$ cat src/rtl/lfsr_pkg.sv
// Shared types and the polynomial table for the lfsr_gen family.
package lfsr_pkg;

    localparam int LFSR_MIN_N = 2;
    localparam int LFSR_MAX_N = 16;

    typedef enum logic {
        IDLE = 1'b0,
        RUN  = 1'b1
    } lfsr_state_e;

    typedef enum logic {
        FIBONACCI = 1'b0,
        GALOIS    = 1'b1
    } lfsr_mode_e;

    // Maximal-length feedback mask: bit (e-1) is set for every term x^e.
    function automatic logic [15:0] lfsr_taps(input int n);
        logic [15:0] t;
        case (n)
            2:       t = 16'h0003;  // x^2 + x + 1
            3:       t = 16'h0006;  // x^3 + x^2 + 1
            4:       t = 16'h000C;  // x^4 + x^3 + 1
            5:       t = 16'h0014;  // x^5 + x^3 + 1
            6:       t = 16'h0030;  // x^6 + x^5 + 1
            7:       t = 16'h0060;  // x^7 + x^6 + 1
            8:       t = 16'h00B8;  // x^8 + x^6 + x^5 + x^4 + 1
            9:       t = 16'h0110;  // x^9 + x^5 + 1
            10:      t = 16'h0240;  // x^10 + x^7 + 1
            11:      t = 16'h0500;  // x^11 + x^9 + 1
            12:      t = 16'h0829;  // x^12 + x^6 + x^4 + x + 1
            13:      t = 16'h100D;  // x^13 + x^4 + x^3 + x + 1
            14:      t = 16'h2015;  // x^14 + x^5 + x^3 + x + 1
            15:      t = 16'h6000;  // x^15 + x^14 + 1
            16:      t = 16'hD008;  // x^16 + x^15 + x^13 + x^4 + 1
            default: t = 16'h0000;
        endcase
        return t;
    endfunction

endpackage

$ cat src/rtl/lfsr_step.sv
// Combinational next-state function of the LFSR, Fibonacci or Galois form.
module lfsr_step
    import lfsr_pkg::*;
#(
    parameter int N = 8
) (
    input  logic [N-1:0] s,
    input  lfsr_mode_e   mode,
    output logic [N-1:0] next
);

    localparam logic [15:0]  TAPS_ALL = lfsr_taps(N);
    localparam logic [N-1:0] TAPS     = TAPS_ALL[N-1:0];

    logic [N-1:0] fib_next;
    logic [N-1:0] gal_next;

    // Fibonacci shifts in the parity of the tapped bits; Galois feeds the
    // outgoing MSB back into every tapped position (and into bit 0).
    assign fib_next[0] = ^(s & TAPS);
    assign gal_next[0] = s[N-1];

    generate
        for (genvar gi = 1; gi < N; gi++) begin : g_bit
            assign fib_next[gi] = s[gi-1];
            assign gal_next[gi] = s[gi-1] ^ (s[N-1] & TAPS[gi-1]);
        end
    endgenerate

    assign next = (mode == GALOIS) ? gal_next : fib_next;

endmodule

$ cat src/rtl/lfsr_gen.sv
// Run/stop LFSR source with valid/ready output, period measurement,
// one-shot mode and all-zero seed protection.
module lfsr_gen
    import lfsr_pkg::*;
#(
    parameter int N = 8
) (
    input  logic         clk,
    input  logic         reset_n,
    input  logic         load_seed,
    input  logic [N-1:0] seed_data,
    input  logic         mode,
    input  logic         start,
    input  logic         stop,
    input  logic         one_shot,
    input  logic         lfsr_ready,
    output logic         lfsr_valid,
    output logic [N-1:0] lfsr_data,
    output logic         lfsr_done,
    output logic [N-1:0] period,
    output logic         zero_seed_err
);

    generate
        if (N < LFSR_MIN_N || N > LFSR_MAX_N) begin : g_bad_n
            $error("lfsr_gen: N=%0d is outside the supported range 2..16", N);
        end
    endgenerate

    localparam logic [N-1:0] ONE = {{(N-1){1'b0}}, 1'b1};

    lfsr_state_e  state_reg,  state_next;
    lfsr_mode_e   mode_reg,   mode_next;
    logic [N-1:0] lfsr_reg,   lfsr_next;
    logic [N-1:0] seed_reg,   seed_next;
    logic [N-1:0] cnt_reg,    cnt_next;
    logic [N-1:0] period_reg, period_next;
    logic         done_reg,   done_next;
    logic         zerr_reg,   zerr_next;

    logic [N-1:0] step_value;
    logic         step_en;

    lfsr_step #(.N(N)) u_step (
        .s    (lfsr_reg),
        .mode (mode_reg),
        .next (step_value)
    );

    // A step happens only on a transfer that is not overridden by load or stop.
    assign step_en = (state_reg == RUN) && lfsr_ready && !stop && !load_seed;

    // Next-state logic; branch order encodes load > stop > step > start.
    always_comb begin
        state_next  = state_reg;
        mode_next   = mode_reg;
        lfsr_next   = lfsr_reg;
        seed_next   = seed_reg;
        cnt_next    = cnt_reg;
        period_next = period_reg;
        done_next   = 1'b0;
        zerr_next   = zerr_reg;

        if (load_seed) begin
            // An all-zero seed would lock the register, so substitute all-ones.
            if (seed_data == '0) begin
                lfsr_next = '1;
                seed_next = '1;
                zerr_next = 1'b1;
            end else begin
                lfsr_next = seed_data;
                seed_next = seed_data;
            end
            mode_next  = lfsr_mode_e'(mode);
            cnt_next   = '0;
            state_next = IDLE;
        end else if (stop) begin
            state_next = IDLE;
        end else if (step_en) begin
            lfsr_next = step_value;
            if (step_value == seed_reg) begin
                period_next = cnt_reg + ONE;
                cnt_next    = '0;
                done_next   = 1'b1;
                if (one_shot) begin
                    state_next = IDLE;
                end
            end else begin
                cnt_next = cnt_reg + ONE;
            end
        end else if (start && state_reg == IDLE) begin
            state_next = RUN;
        end
    end

    // State registers with asynchronous return to reset values.
    always_ff @(posedge clk or negedge reset_n) begin
        if (!reset_n) begin
            state_reg  <= IDLE;
            mode_reg   <= FIBONACCI;
            lfsr_reg   <= '1;
            seed_reg   <= '1;
            cnt_reg    <= '0;
            period_reg <= '0;
            done_reg   <= 1'b0;
            zerr_reg   <= 1'b0;
        end else begin
            state_reg  <= state_next;
            mode_reg   <= mode_next;
            lfsr_reg   <= lfsr_next;
            seed_reg   <= seed_next;
            cnt_reg    <= cnt_next;
            period_reg <= period_next;
            done_reg   <= done_next;
            zerr_reg   <= zerr_next;
        end
    end

    assign lfsr_valid    = (state_reg == RUN);
    assign lfsr_data     = lfsr_reg;
    assign lfsr_done     = done_reg;
    assign period        = period_reg;
    assign zero_seed_err = zerr_reg;

endmodule

$ cat config.mk
export PLATFORM = sky130hd
export DESIGN_NAME = lfsr_gen
export DESIGN_NICKNAME = d
export VERILOG_FILES = /design/src/rtl/lfsr_pkg.sv /design/src/rtl/lfsr_step.sv /design/src/rtl/lfsr_gen.sv
export SDC_FILE = /design/constraint.sdc
export NUM_CORES = 1
export LEC_CHECK = 0
export ABC_AREA = 1
export ABC_CLOCK_PERIOD_IN_PS = 2100
export BUFFER_PORTS_ARGS = -buffer_cell sky130_fd_sc_hd__buf_2
export CORE_MARGIN = 3
export CORE_UTILIZATION = 45
export CTS_CLUSTER_SIZE = 24
export DETAILED_ROUTE_END_ITERATION = 7
export PLACE_DENSITY_LB_ADDON = 0.05
export RECOVER_POWER = 25
export SLEW_MARGIN = 25
export SYNTH_ARGS = -nofsm -noshare
export SYNTH_HDL_FRONTEND = slang
export SYNTH_SLANG_ARGS = --single-unit
export TNS_END_PERCENT = 10
$ cat constraint.sdc
create_clock -name clk -period 2.1 [get_ports clk]
set_input_delay 0.42 -clock clk [delete_from_list [all_inputs] [get_ports clk]]
set_output_delay 0.42 -clock clk [all_outputs]
set_load 0.01 [all_outputs]
=== Word-level counts from Yosys, hierarchy flattened ===
Index checks and enable logic that the tools add are counted.

* Add/subtract/negate cells: 1
* Multiply operators: 0
* Equality and inequality tests: 4
* Shifts and indexed selects: 0
* Multiplexer cells: 19
* Order comparisons: 0
* Reductions and logical operators: 14
* Divide/modulo/power cells: 0
* Bitwise operators: 6

{| class="wikitable"
|+ Operators with widths
! operator !! count
|-
| $mux 8 || 8
|-
| $mux 1 || 10
|-
| $add 8x1->8 const B || 1
|-
| $eq 8x8->1 || 1
|-
| $logic_not 8->1 || 1
|-
| $reduce_xor 8->1 || 1
|-
| $mux 7 || 1
|-
| $logic_and 1x1->1 || 4
|-
| $ne 4x3->1 const B || 1
|-
| $ne 4x4->1 const B || 1
|-
| $reduce_and 2->1 || 2
|-
| $reduce_and 4->1 || 1
|-
| $reduce_bool 4->1 || 1
|-
| $not 1->1 || 3
|-
| $reduce_and 3->1 || 1
|-
| $xor 1x1->1 || 3
|-
| $logic_not 1->1 || 2
|-
| $ne 2x2->1 const B || 1
|-
| $reduce_bool 2->1 || 1
|}

* Word-level logic and storage cells: 52
* RAM bits: 0
* Output and inout port bits: 19
* Register bits: 36
* Bits in read-only memories: 0
* Latch bits: 0
* Input bits: 16
* Memories kept: 0

=== Depth between registers and ports, before layout ===
* Depth after elaboration: 7
* Mapped depth: 13
* Depth with buffers taken out: 13

=== By module ===
From an unflattened synthesis, not the netlist that was laid out.

* Cell total of the unflattened synthesis: 242
* Area total of the unflattened synthesis: 1909.3 um^2

{| class="wikitable"
|+ By module, submodules not included
! module !! area an instance (um^2) !! cells an instance !! instances
|-
| lfsr_gen || 1764.2 || 212 || 1
|-
| lfsr_step || 145.1 || 30 || 1
|}

=== Worst setup path before layout ===
No wires, ideal clock.

* Path kind: register to register
* Start: register lfsr_reg[7] (netlist: lfsr_data[7])
* End: register state_reg (netlist: lfsr_valid)
* Cell stages (with the launch flop): 12
* Path slack: 0.515 ns
* Clock period less this slack: 1.585 ns
* Required time: 1.983 ns
* Arrival: 1.468 ns
* Cells stage by stage: dfstp_2 > nand2_2 > nand2_1 > nand3_1 > nand2_1 > nand3_1 > nor2_1 > nand2_2 > nand2_1 > nand2_1 > nand2_1 > nand2_1

* Word-level cells in the longest chain between the ends: 5
* Elaborated cells between the ends (all ways): 8

{| class="wikitable"
|+ RTL lines
! item !! RTL line !! text
|-
| start, declared || lfsr_gen.sv:34 || <nowiki>logic [N-1:0] lfsr_reg, lfsr_next;</nowiki>
|-
| start signal, assigned || lfsr_gen.sv:110 || <nowiki>lfsr_reg <= lfsr_next;</nowiki>
|-
| $reduce_xor 8->1 / $xor 1x1->1 (equally long branches) || lfsr_step.sv:20, lfsr_step.sv:26 ||
|-
| $mux 7 * || lfsr_step.sv:30 || <nowiki>assign next = (mode == GALOIS) ? gal_next : fib_next;</nowiki>
|-
| $eq 8x8->1 * || lfsr_gen.sv:81 || <nowiki>if (step_value == seed_reg) begin</nowiki>
|-
| $ne 4x3->1 (no line) * || n/a ||
|-
| $reduce_and 3->1 (no line) * || n/a ||
|-
| end signal, assigned || lfsr_gen.sv:108 || <nowiki>state_reg <= state_next;</nowiki>
|-
| end, declared || lfsr_gen.sv:32 || <nowiki>lfsr_state_e state_reg, state_next;</nowiki>
|}

Every way passes the cells marked *; elsewhere a longest branch is shown, timed or not.
A chain may end at the register's enable or synchronous reset.

=== Final worst setup path ===
* Start: register lfsr_reg[7] (netlist: lfsr_data[7])
* End: register period_reg[1] (netlist: period[1])

* Word-level cells in the longest chain between the ends: 4
* Elaborated cells between the ends (all ways): 7

{| class="wikitable"
|+ RTL lines
! item !! RTL line !! text
|-
| $reduce_xor 8->1 / $xor 1x1->1 (equally long branches) || lfsr_step.sv:20, lfsr_step.sv:26 ||
|-
| $mux 7 * || lfsr_step.sv:30 ||
|-
| $eq 8x8->1 * || lfsr_gen.sv:81 ||
|-
| $reduce_and 4->1 (no line) * || n/a ||
|-
| end signal, assigned || lfsr_gen.sv:113 || <nowiki>period_reg <= period_next;</nowiki>
|-
| end, declared || lfsr_gen.sv:37 || <nowiki>logic [N-1:0] period_reg, period_next;</nowiki>
|}

Marks and branches as above.

==> summary.md <==
| Metric | Value |
|---|---|
| Max FO, Critical Path | `13` |
| Met1 WL | `2079 um` |
| Worst EP arrival | `2.09 ns` |
| Pwr per Cell Area | `700.7 nW/um2` |
| Critical Path Slowest Stage Cell | `dfstp_2` |
| Max Cap Viol | `0` |
| Routed wire per std cell | `12.36 um` |
| Gr usage total | `17.60%` |
| Hold_buf cts | `0` |
| Final wirelength | `4017 um` |
| Setup Viol. Count Final | `0` |
| Fmax achieved | `538.3 MHz` |
| Core area | `3826 um2` |
| RSZ-0062 raised after global routing | `false` |
| Max-slew headroom | `47.54%` |
| Clock Skews | `0.002426 ns` |
| Met2 WL post-DR | `1670 um` |
| CP Cell Sequence | `nand2_2 > nand2_1 > nand3_1 > nand2_1 > nand3_1 > nor2_1 > nand2_2 > nor2_4 > nand2_1 > nand2_1` |
| Most area-consuming cells after synthesis | `dfrtp_1 27%, dfstp_2 23%, nand2_1 15%` |
| Area leader, netlist | `dfrtp_1` |
| Synth Net Count | `254` |
| Ratio of cells with drive above 1 in the final layout | `24.19%` |
| Area growth from synthesis to layout | `17.26%` |
| Top post-synthesis cells by count | `72 x nand2_1, 31 x inv_1, 25 x nand3_1` |
| Post-route DRC | `0` |
| Final core utilization | `56.87%` |
| Sinks on Clock Net | `36` |
| Slowest stage delay, CP | `0.61 ns` |
| Root Driver | `clkbuf_8` |
| Die area | `4930 um2` |
| Worst Setup Start Kind | `register` |
| Port buffer count | `34` |
| Worst Tran Pin Value | `0.7870 ns` |
| Fillers | `369` |
| Status | `finished, final reports clean` |
| Synth top area share | `26.97%` |
| Synthesized area per cell | `7.829 um2` |
| Vias in the first global route | `1,483` |
| Final Net Count | `293` |
| Cell mode on critical path | `nand2_1` |
| Avg Vias per Cell | `4.966` |
| Worst Path Buf+Inv | `0` |
| Post-synth cell types | `26` |
| HP Class | `primary input to asynchronous set/reset pin` |
| WS Path Type | `register to register` |
| DR pass1 iterations | `4` |
| Final Cycle Share | `88.46%` |
| Most used DFF post-synth | `dfrtp_1` |
| CP Capture Type | `register` |
| Static leakage | `1.175 nW` |
| Initial antenna violation count | `0` |
| Yosys warns | `0` |
| Synthesized instance count | `237` |
| Antenna diodes | `0` |
| Hold Vio Cnt, Final | `0` |
| Clock buffer count from CTS | `5` |
| Number of synthesized flops with an enable pin | `0` |
| Crit-path leading delay family | `simple AND/OR/NAND/NOR gates` |
| Fin crit period | `1.858 ns` |
| Top-count cell post-synth | `nand2_1` |
| # rows | `22` |
| CTS tree | `built` |
| # IOs | `35` |
| # H-tree levels | `2` |
| CTS Buffer Depth | `2` |
| Setup TNS | `0 ns` |
| Setup Buffers After CTS | `0` |
| Met3 Wirelength | `199 um` |
| Register area share after synthesis | `49.63%` |
| Post-Syn Area | `1856 um2` |
| First-pass GRT wire length | `6844 um` |
| Worst vdd ir | `0.3956 mV` |
| Worst endpoint required time | `2.33 ns` |
| Die Wd | `70.22 um` |
| Max-slew violation count | `0` |
| Clock transition at path regs | `0.07 ns` |
| Synth Register Bits | `36` |
| Starting DRT DRC Count | `137` |
| DR top layer | `met4` |
| Initial Utilization | `48.50%` |
| Dpl hpwl | `3003 um` |
| Grt total ovfl | `0` |
| Clk Latency, worst-skew pair | `0.29 ns` |
| Largest net degree at the start of global routing | `37` |
| Vias | `1,614` |
| CTS resizes | `0` |
| Gpl congestion | `0.9393` |
| Antenna-violating nets left | `0` |
| Async SR Flop Fraction | `100.0%` |
| Die Ht | `70.22 um` |
-- report_power, final --
group | switching, mW | internal (mW)
logic | 0.143 | 0.0845
registers | 0.0351 | 0.754
clock network | 0.240 | 0.267
-- worst reg2reg max path, cell delays in order (launching register included) --
cell     delay, ns
dfstp_2       0.61
nand2_2       0.10
nand2_1       0.09
nand3_1       0.06
nand2_1       0.07
nand3_1       0.09
nor2_1        0.15
nand2_2       0.21
nor2_4        0.26
nand2_1       0.09
nand2_1       0.07
-- cell families after synthesis --
logic type	Yosys count	synth area share (%)
fa+ha+maj	1	0.6742
flops	36	49.63
compound gates	40	12.34
simple gates	115	26.10
buf+inv	39	8.428
xor+xnor	6	2.832
-- through the flow --
| step | hold slack, ns | setup WS [ns] | total power, mW | area, um2 | std cells |
|---|---|---|---|---|---|
| 6_report | 0.1994 | 0.2424 | 1.525 | 2176 | 325 |
| 5_1_grt | 0.2585 | 0.03975 | 1.608 | 2176 | 325 |
| 4_1_cts | 0.2266 | 0.1802 | 1.542 | 2173 | 325 |
| 3_5_place_dp | 0.4519 | 0.1926 | 1.030 | 2083 | 317 |
| 3_3_place_gp | 0.4435 | 0.2341 | 1.030 | 2083 | 317 |
| 2_1_floorplan | 0.1244 | 0.5148 | 0.9413 | 1856 | 237 |
-- final timing paths --
path / cells past startpoint / start / to / slack, ns
min in group clk: 3 / mode / mode_reg / 0.35
max in group asynchronous: 1 / reset_n / zero_seed_err / 1.39
worst min register to register: 1 / zero_seed_err / zero_seed_err / 0.47
worst min-delay path: 1 / reset_n / mode_reg / 0.20
worst max-delay path: 10 / lfsr_data[7] / period[1] / 0.24
worst max register to register: 10 / lfsr_data[7] / period[1] / 0.24
-- cell type report --
class | count | area [um2] | area share (%)
clock buffers | 8 | 90.09 | 4.140
flip-flops and latches | 36 | 920.9 | 42.32
multi-input cells | 162 | 780.7 | 35.88
well taps | 48 | 60.06 | 2.760
repair buffers | 38 | 200.2 | 9.201
inverters | 33 | 123.9 | 5.693
-- cells in the final DEF, fill, tap and decap left out --
cell type   n
inv_2       1
clkbuf_1    2
nor3_1      1
buf_2      34
o221ai_1    3
o21ai_0    13
o22ai_1     4
nand2_2     3
a21oi_1     8
nand2_1    71
nand4_1     1
clkinv_1    1
nor2_4      1
or2_2       1
ha_1        1
o21ai_1     7
inv_1      31
xor2_1      6
nor2_2      1
dfstp_2    16
dfrtp_1    20
buf_4       4
nor2_1     11
o211ai_1    5
nand3_1    25
clkbuf_8    6
-- routing by layer --
layer | vias to the layer above | track usage, %
li1 | 847 | -
met1 | 715 | 27.08
met2 | 45 | 23.61
met3 | 7 | 3.741
met4 | 0 | 7.234
met5 | - | 0
Note: power is estimated with default switching activity, not from simulation.
